### src/rtl/fft16_pkg.sv
// fft16_pkg: shared types, sizes, twiddle ROM and helpers for the 16-point FFT.
// Used by fft16_ctrl, fft16_addr_gen, fft16_ctrl_if and the butterfly PE.
package fft16_pkg;

    localparam int N     = 16;
    localparam int LOG2N = 4;

    typedef enum logic [1:0] {
        LOAD,
        ISSUE,
        WAIT,
        OUT
    } state_t;

    // Real part of W16^k = cos(2*pi*k/16), Q16.16 signed.
    function automatic logic [31:0] tw_re(input logic [2:0] k);
        logic [31:0] w;
        unique case (k)
            3'd0:    w = 32'h0001_0000;
            3'd1:    w = 32'h0000_EC83;
            3'd2:    w = 32'h0000_B505;
            3'd3:    w = 32'h0000_61F8;
            3'd4:    w = 32'h0000_0000;
            3'd5:    w = 32'hFFFF_9E08;
            3'd6:    w = 32'hFFFF_4AFB;
            default: w = 32'hFFFF_137D;
        endcase
        return w;
    endfunction

    // Imaginary part of W16^k = -sin(2*pi*k/16), Q16.16 signed.
    function automatic logic [31:0] tw_im(input logic [2:0] k);
        logic [31:0] w;
        unique case (k)
            3'd0:    w = 32'h0000_0000;
            3'd1:    w = 32'hFFFF_9E08;
            3'd2:    w = 32'hFFFF_4AFB;
            3'd3:    w = 32'hFFFF_137D;
            3'd4:    w = 32'hFFFF_0000;
            3'd5:    w = 32'hFFFF_137D;
            3'd6:    w = 32'hFFFF_4AFB;
            default: w = 32'hFFFF_9E08;
        endcase
        return w;
    endfunction

    function automatic logic [LOG2N-1:0] bitrev4(input logic [LOG2N-1:0] v);
        return {v[0], v[1], v[2], v[3]};
    endfunction

endpackage

### src/rtl/fft16_ctrl_if.sv
// fft16_ctrl_if: sample input, PE launch/return and result output bundle.
// master = controller side, slave = front end, PE and output stage.
interface fft16_ctrl_if;
    import fft16_pkg::*;

    logic             in_valid;
    logic [15:0]      in_data;
    logic             in_ready;
    logic             pe_ab_valid;
    logic [31:0]      pe_a;
    logic [31:0]      pe_b;
    logic [31:0]      pe_const_real;
    logic [31:0]      pe_const_imag;
    logic [31:0]      pe_fft_a;
    logic [31:0]      pe_fft_b;
    logic             pe_valid;
    logic             out_valid;
    logic [31:0]      out_data;
    logic [LOG2N-1:0] out_index;
    logic             done;

    modport master (
        input  in_valid, in_data, pe_fft_a, pe_fft_b, pe_valid,
        output in_ready, pe_ab_valid, pe_a, pe_b,
        output pe_const_real, pe_const_imag,
        output out_valid, out_data, out_index, done
    );

    modport slave (
        output in_valid, in_data, pe_fft_a, pe_fft_b, pe_valid,
        input  in_ready, pe_ab_valid, pe_a, pe_b,
        input  pe_const_real, pe_const_imag,
        input  out_valid, out_data, out_index, done
    );

endinterface

### src/rtl/fft16_addr_gen.sv
// fft16_addr_gen: maps (stage, butterfly) to DIF operand addresses and twiddle k.
// Purely combinational; span halves every stage.
module fft16_addr_gen
    import fft16_pkg::*;
(
    input  logic [1:0] stage,
    input  logic [2:0] bf,
    output logic [3:0] top,
    output logic [3:0] bot,
    output logic [2:0] k
);

    logic [3:0] span;
    logic [2:0] mask;
    logic [2:0] pos;
    logic [3:0] grp;

    // top = 2*span*group + pos, bot = top + span, k = pos << stage
    always_comb begin
        span = 4'd8 >> stage;
        mask = 3'b111 >> stage;
        pos  = bf & mask;
        grp  = {1'b0, bf >> (2'd3 - stage)};
        top  = (grp << (3'd4 - {1'b0, stage})) | {1'b0, pos};
        bot  = top + span;
        k    = pos << stage;
    end

endmodule

### src/rtl/fft16_ctrl.sv
// fft16_ctrl: 16-point DIF FFT sequencer for a shared butterfly PE.
// Option FFT16_CTRL_BITREV_EN: emit results in natural order.
module fft16_ctrl
    import fft16_pkg::*;
(
    input  logic         clk,
    input  logic         rst,
    fft16_ctrl_if.master bus
);

    state_t           state, state_nx;
    logic [LOG2N-1:0] cnt;
    logic [1:0]       stage;
    logic [2:0]       bf;
    logic [31:0]      mem [N];
    logic [3:0]       top, bot;
    logic [2:0]       k;
    logic             last_bf;

    fft16_addr_gen u_addr (
        .stage (stage),
        .bf    (bf),
        .top   (top),
        .bot   (bot),
        .k     (k)
    );

    assign last_bf = (stage == 2'd3) && (bf == 3'd7);

    // state register
    always_ff @(posedge clk or posedge rst) begin
        if (rst) state <= LOAD;
        else     state <= state_nx;
    end

    // next-state decode
    always_comb begin
        state_nx = state;
        unique case (state)
            LOAD:  if (bus.in_valid && cnt == 4'd15) state_nx = ISSUE;
            ISSUE: state_nx = WAIT;
            WAIT:  if (bus.pe_valid) state_nx = last_bf ? OUT : ISSUE;
            OUT:   if (cnt == 4'd15) state_nx = LOAD;
            default: state_nx = LOAD;
        endcase
    end

    // sample capture, in-place write-back and counters
    always_ff @(posedge clk or posedge rst) begin
        if (rst) begin
            cnt   <= '0;
            stage <= '0;
            bf    <= '0;
            for (int i = 0; i < N; i++) mem[i] <= '0;
        end else begin
            unique case (state)
                LOAD: if (bus.in_valid) begin
                    mem[cnt] <= {bus.in_data, 16'h0000};
                    cnt      <= cnt + 4'd1;
                    if (cnt == 4'd15) begin
                        stage <= '0;
                        bf    <= '0;
                    end
                end
                WAIT: if (bus.pe_valid) begin
                    mem[top] <= bus.pe_fft_a;
                    mem[bot] <= bus.pe_fft_b;
                    bf       <= bf + 3'd1;
                    if (bf == 3'd7) stage <= stage + 2'd1;
                end
                OUT: cnt <= cnt + 4'd1;
                default: ;
            endcase
        end
    end

    // outputs; operands stay on the bus through WAIT
    always_comb begin
        bus.in_ready      = 1'b0;
        bus.pe_ab_valid   = 1'b0;
        bus.pe_a          = '0;
        bus.pe_b          = '0;
        bus.pe_const_real = '0;
        bus.pe_const_imag = '0;
        bus.out_valid     = 1'b0;
        bus.out_data      = '0;
        bus.out_index     = '0;
        bus.done          = 1'b0;
        unique case (state)
            LOAD: bus.in_ready = 1'b1;
            ISSUE, WAIT: begin
                bus.pe_ab_valid   = (state == ISSUE);
                bus.pe_a          = mem[top];
                bus.pe_b          = mem[bot];
                bus.pe_const_real = tw_re(k);
                bus.pe_const_imag = tw_im(k);
            end
            OUT: begin
                bus.out_valid = 1'b1;
`ifdef FFT16_CTRL_BITREV_EN
                bus.out_data  = mem[bitrev4(cnt)];
                bus.out_index = cnt;
`else
                bus.out_data  = mem[cnt];
                bus.out_index = bitrev4(cnt);
`endif
                bus.done      = (cnt == 4'd15);
            end
            default: ;
        endcase
    end

endmodule

### src/flat_wrapper.sv
// flat-port wrapper written by rule: the top's interface ports become plain ports
module fft16_ctrl_flat import fft16_pkg::*;
  (clk, rst, bus_in_valid, bus_in_data, bus_pe_fft_a, bus_pe_fft_b, bus_pe_valid, bus_in_ready, bus_pe_ab_valid, bus_pe_a, bus_pe_b, bus_pe_const_real, bus_pe_const_imag, bus_out_valid, bus_out_data, bus_out_index, bus_done);
  fft16_ctrl_if bus_i ();
  input  logic clk;
  input  logic rst;
  input wire logic [$bits(bus_i.in_valid)-1:0] bus_in_valid;
  input wire logic [$bits(bus_i.in_data)-1:0] bus_in_data;
  input wire logic [$bits(bus_i.pe_fft_a)-1:0] bus_pe_fft_a;
  input wire logic [$bits(bus_i.pe_fft_b)-1:0] bus_pe_fft_b;
  input wire logic [$bits(bus_i.pe_valid)-1:0] bus_pe_valid;
  output wire logic [$bits(bus_i.in_ready)-1:0] bus_in_ready;
  output wire logic [$bits(bus_i.pe_ab_valid)-1:0] bus_pe_ab_valid;
  output wire logic [$bits(bus_i.pe_a)-1:0] bus_pe_a;
  output wire logic [$bits(bus_i.pe_b)-1:0] bus_pe_b;
  output wire logic [$bits(bus_i.pe_const_real)-1:0] bus_pe_const_real;
  output wire logic [$bits(bus_i.pe_const_imag)-1:0] bus_pe_const_imag;
  output wire logic [$bits(bus_i.out_valid)-1:0] bus_out_valid;
  output wire logic [$bits(bus_i.out_data)-1:0] bus_out_data;
  output wire logic [$bits(bus_i.out_index)-1:0] bus_out_index;
  output wire logic [$bits(bus_i.done)-1:0] bus_done;
  assign bus_i.in_valid = bus_in_valid;
  assign bus_i.in_data = bus_in_data;
  assign bus_i.pe_fft_a = bus_pe_fft_a;
  assign bus_i.pe_fft_b = bus_pe_fft_b;
  assign bus_i.pe_valid = bus_pe_valid;
  assign bus_in_ready = bus_i.in_ready;
  assign bus_pe_ab_valid = bus_i.pe_ab_valid;
  assign bus_pe_a = bus_i.pe_a;
  assign bus_pe_b = bus_i.pe_b;
  assign bus_pe_const_real = bus_i.pe_const_real;
  assign bus_pe_const_imag = bus_i.pe_const_imag;
  assign bus_out_valid = bus_i.out_valid;
  assign bus_out_data = bus_i.out_data;
  assign bus_out_index = bus_i.out_index;
  assign bus_done = bus_i.done;
  fft16_ctrl u_core (.clk(clk), .rst(rst), .bus(bus_i));
endmodule
### config.mk
export PLATFORM = sky130hd
export DESIGN_NAME = fft16_ctrl_flat
export DESIGN_NICKNAME = d
export VERILOG_FILES = /design/src/rtl/fft16_pkg.sv /design/src/rtl/fft16_ctrl_if.sv /design/src/rtl/fft16_addr_gen.sv /design/src/rtl/fft16_ctrl.sv /design/src/flat_wrapper.sv
export SDC_FILE = /design/constraint.sdc
export NUM_CORES = 2
export LEC_CHECK = 0
export BUFFER_PORTS_ARGS = -buffer_cell sky130_fd_sc_hd__clkbuf_2
export CAP_MARGIN = 20
export CORE_ASPECT_RATIO = 1.25
export CORE_MARGIN = 4
export CORE_UTILIZATION = 55
export DETAILED_ROUTE_END_ITERATION = 12
export GPL_TIMING_DRIVEN = 0
export PLACE_DENSITY = 0.73
export SKIP_CTS_REPAIR_TIMING = 1
export SLEW_MARGIN = 40
export SYNTH_ARGS = -nofsm -noshare
export SYNTH_HDL_FRONTEND = slang
export SYNTH_SLANG_ARGS = --single-unit
### constraint.sdc
create_clock -name clk -period 19.56 [get_ports clk]
set_input_delay 0.978 -clock clk [delete_from_list [all_inputs] [get_ports clk]]
set_output_delay 0.978 -clock clk [all_outputs]
set_load 0.005 [all_outputs]
==> flow_summary.toml <==
[status]
outcome = "complete, no violations"

[yosys]
synth_edf_count = 0
ys_seq_elements = 523
postSynthAreaPerCell_um2 = 11.04
yosys.area.top_type = "dfrtp_1"
synth_nets = 3871
synth_area_leaders = "dfrtp_1 31%, mux4_2 23%, mux2_2 5.4%"
synth.most_common_cell = "dfrtp_1"
ys_seq_area_frac = 0.3146
synth_area_um2 = 41600
yosys-top-cells-count = "523 x dfrtp_1, 416 x mux4_2, 411 x nand2_1"
ys.flop_type = "dfrtp_1"
ys_warn_count = 0
synthCells = 3768
async_flop_share = 1.000
ys_types = 70
synth_top_area_frac = 0.3146

[place]
gp_congestion = 1.093
port_buffers = 249
dpl.hpwl_um = 163400

[detailed_routing]
num_vias = 43620
dr.pass1.iters = 10
ant_nets = 0
drt_iter0_drc = 8426
drc = 0
detail_route.wl_per_cell_um = 46.49
viasPerCell = 8.491
drt-total-wl_um = 238800

[die]
start_util = 0.5559
core_area_um2 = 74830
die_w_um = 254.0
io_pins = 252
die-area_um2 = 80130
die_h_um = 315.5
rows = 112

[sta]
rsz0062_at_grt = "no"
finalHoldViolCount = 0
holdWs_ns = 0.3119
fmax_mhz = 112.5
worst_slew_pin_slew_ns = 1.050
report.final.slew_viol_count = 0
skew_ns = 0.03884
fin_tns_setup_ns = 0
fin_crit_sh = 0.4543
period_needed_ns = 8.886
slew_headroom = 0.3002
finalSetupViolCount = 0

[clock_network]
h-tree-depth = 2
clkSinkCount = 523
cts_tree = "done"
clk_pin_slew_ns = 0.06
cts_root_buffer = "clkbuf_16"
clk_path_buf_depth = 3
insertion_delay_ns = 0.72
cts_made_buffers = 60

[global_route]
grt_first_pass_wirelength_um = 326300
gr-total-overflow = 0
grt_util_all_layers = 0.5877
grt_pass1_vias = 42110
grt_start_max_net_pins = 76
grt_antenna_before_repair = 22

[power_and_ir_drop]
max-vdd-ir-drop_v = 0.00008714
power_leakage_nw = 19.79
power_density_nw_per_um2 = 131.0

[hold_path]
hold_class = "in -> async"

[setup_path]
path_class = "reg -> out"
worstPathMaxFanout = 10
worstSetupStartpointType = "register"
worstPathRequired_ns = 18.58
endpoint_kind = "output port"
critical_path_arrival_ns = 7.91

[job]
drv_cap = 0

[finish]
drive_gt1_frac = 0.3491
finalNetCount = 4204
syn2layout_area_growth_pct = 13.05
final.fill_count = 6163
-- logic make-up after synthesis --
family          after synthesis  share of synthesized area
compound gates              747                     0.1362
simple gates                976                     0.1160
xor+xnor                      9                   0.002075
fa+ha+maj                    19                   0.005895
mux                         932                     0.3641
buf+inv                     561                    0.06097
flops                       523                     0.3146
other cells                   1                 0.00009014
-- cell usage in the layout (no fill, tap or decap), types with 20 or more instances in the layout --
master,instances
dfrtp_1,523
mux4_2,416
nand2_1,411
clkbuf_2,395
mux2_2,201
clkbuf_1,172
o22ai_1,161
o221ai_1,161
a22oi_1,160
mux2i_1,147
a31oi_1,145
nand3_1,134
buf_2,131
mux2_1,128
nor3_1,100
nand4_1,87
and2_1,86
clkbuf_16,61
buf_4,56
nor4_1,49
mux2_4,40
nor2_1,32
buf_1,30
inv_1,28
diode_2,20
-- worst paths after layout --
path                                  from              end  depth (start not counted)  slack [ns]
setup / recovery           u_core.stage[0]     bus_pe_b[31]                         19       10.67
hold / removal                         rst  u_core.mem[357]                          2        0.31
setup reg to reg           u_core.stage[0]  u_core.mem[275]                         20       11.31
hold reg to reg            u_core.mem[140]  u_core.mem[140]                          1        0.54
max in group asynchronous              rst   u_core.mem[23]                          4       17.94
min in group clk           u_core.mem[140]  u_core.mem[140]                          1        0.54
-- sequential cells by signal, indices dropped and copies added (netlist names) --
signal and count:
u_core.mem 512, u_core.cnt 4, u_core.stage 2, u_core.state 2
u_core.bf 3
-- layout make-up --
class	instances	area (um^2)	area share
multi-input combinational	2684	26160	0.5563
clock buffer	92	1803	0.03834
antenna	20	50.05	0.001064
timing repair buffer	271	1714	0.03645
inverter	33	136.4	0.002900
buffer	528	2610	0.05550
tap	969	1212	0.02578
clock inverter	17	254.0	0.005401
sequential	523	13090	0.2783
-- worst max-delay path: stages, from the launching register on --
cell and delay, ns:
dfrtp_1 0.41, buf_2 0.19, buf_4 0.19, inv_1 0.12, ha_1 0.32, buf_2 0.18
nor4bb_1 0.62, o21ai_4 0.19, nand2_4 0.18, buf_2 0.32, buf_2 0.51, buf_2 0.75
ha_1 0.37, a21o_1 0.34, a21oi_2 0.39, xor2_4 0.63, buf_4 0.53, mux2i_1 0.14
o22ai_1 0.56, clkbuf_2 0.23
-- per-layer routing --
metal | GRT usage | up-vias | routed length (um) | part of all wire
met1 | 0.6219 | 20910 | 70930 | 0.30
met4 | 0.5385 | 24 | 31110 | 0.13
met2 | 0.7963 | 5126 | 95270 | 0.40
met3 | 0.3643 | 1926 | 41070 | 0.17
met5 | 0.03404 | - | 454 | 0.0019
li1 | - | 15630 | - | -
-- stage by stage --
step | utilization | power [mW] | cell area (um^2) | instances | worst slack, ns
after CTS | 0.6264 | 5.850 | 46880 | 5114 | 10.93
after global placement | 0.5888 | 4.549 | 44060 | 4986 | -3.021
after floorplan | - | 3.298 | 41600 | 3768 | 3.970
final | 0.6285 | 6.162 | 47030 | 5137 | 10.67
after global routing | 0.6280 | 6.186 | 46990 | 5122 | 10.80
after detailed placement | 0.5989 | 4.631 | 44820 | 5005 | 11.62
-- power breakdown --
group	leakage, nW	switching (mW)	internal, mW
clock network	1.00	0.537	0.709
registers	7.06	0.264	1.28
logic	11.7	2.15	1.22
total	19.8	2.95	3.21
(Power assumes the default switching activity.)
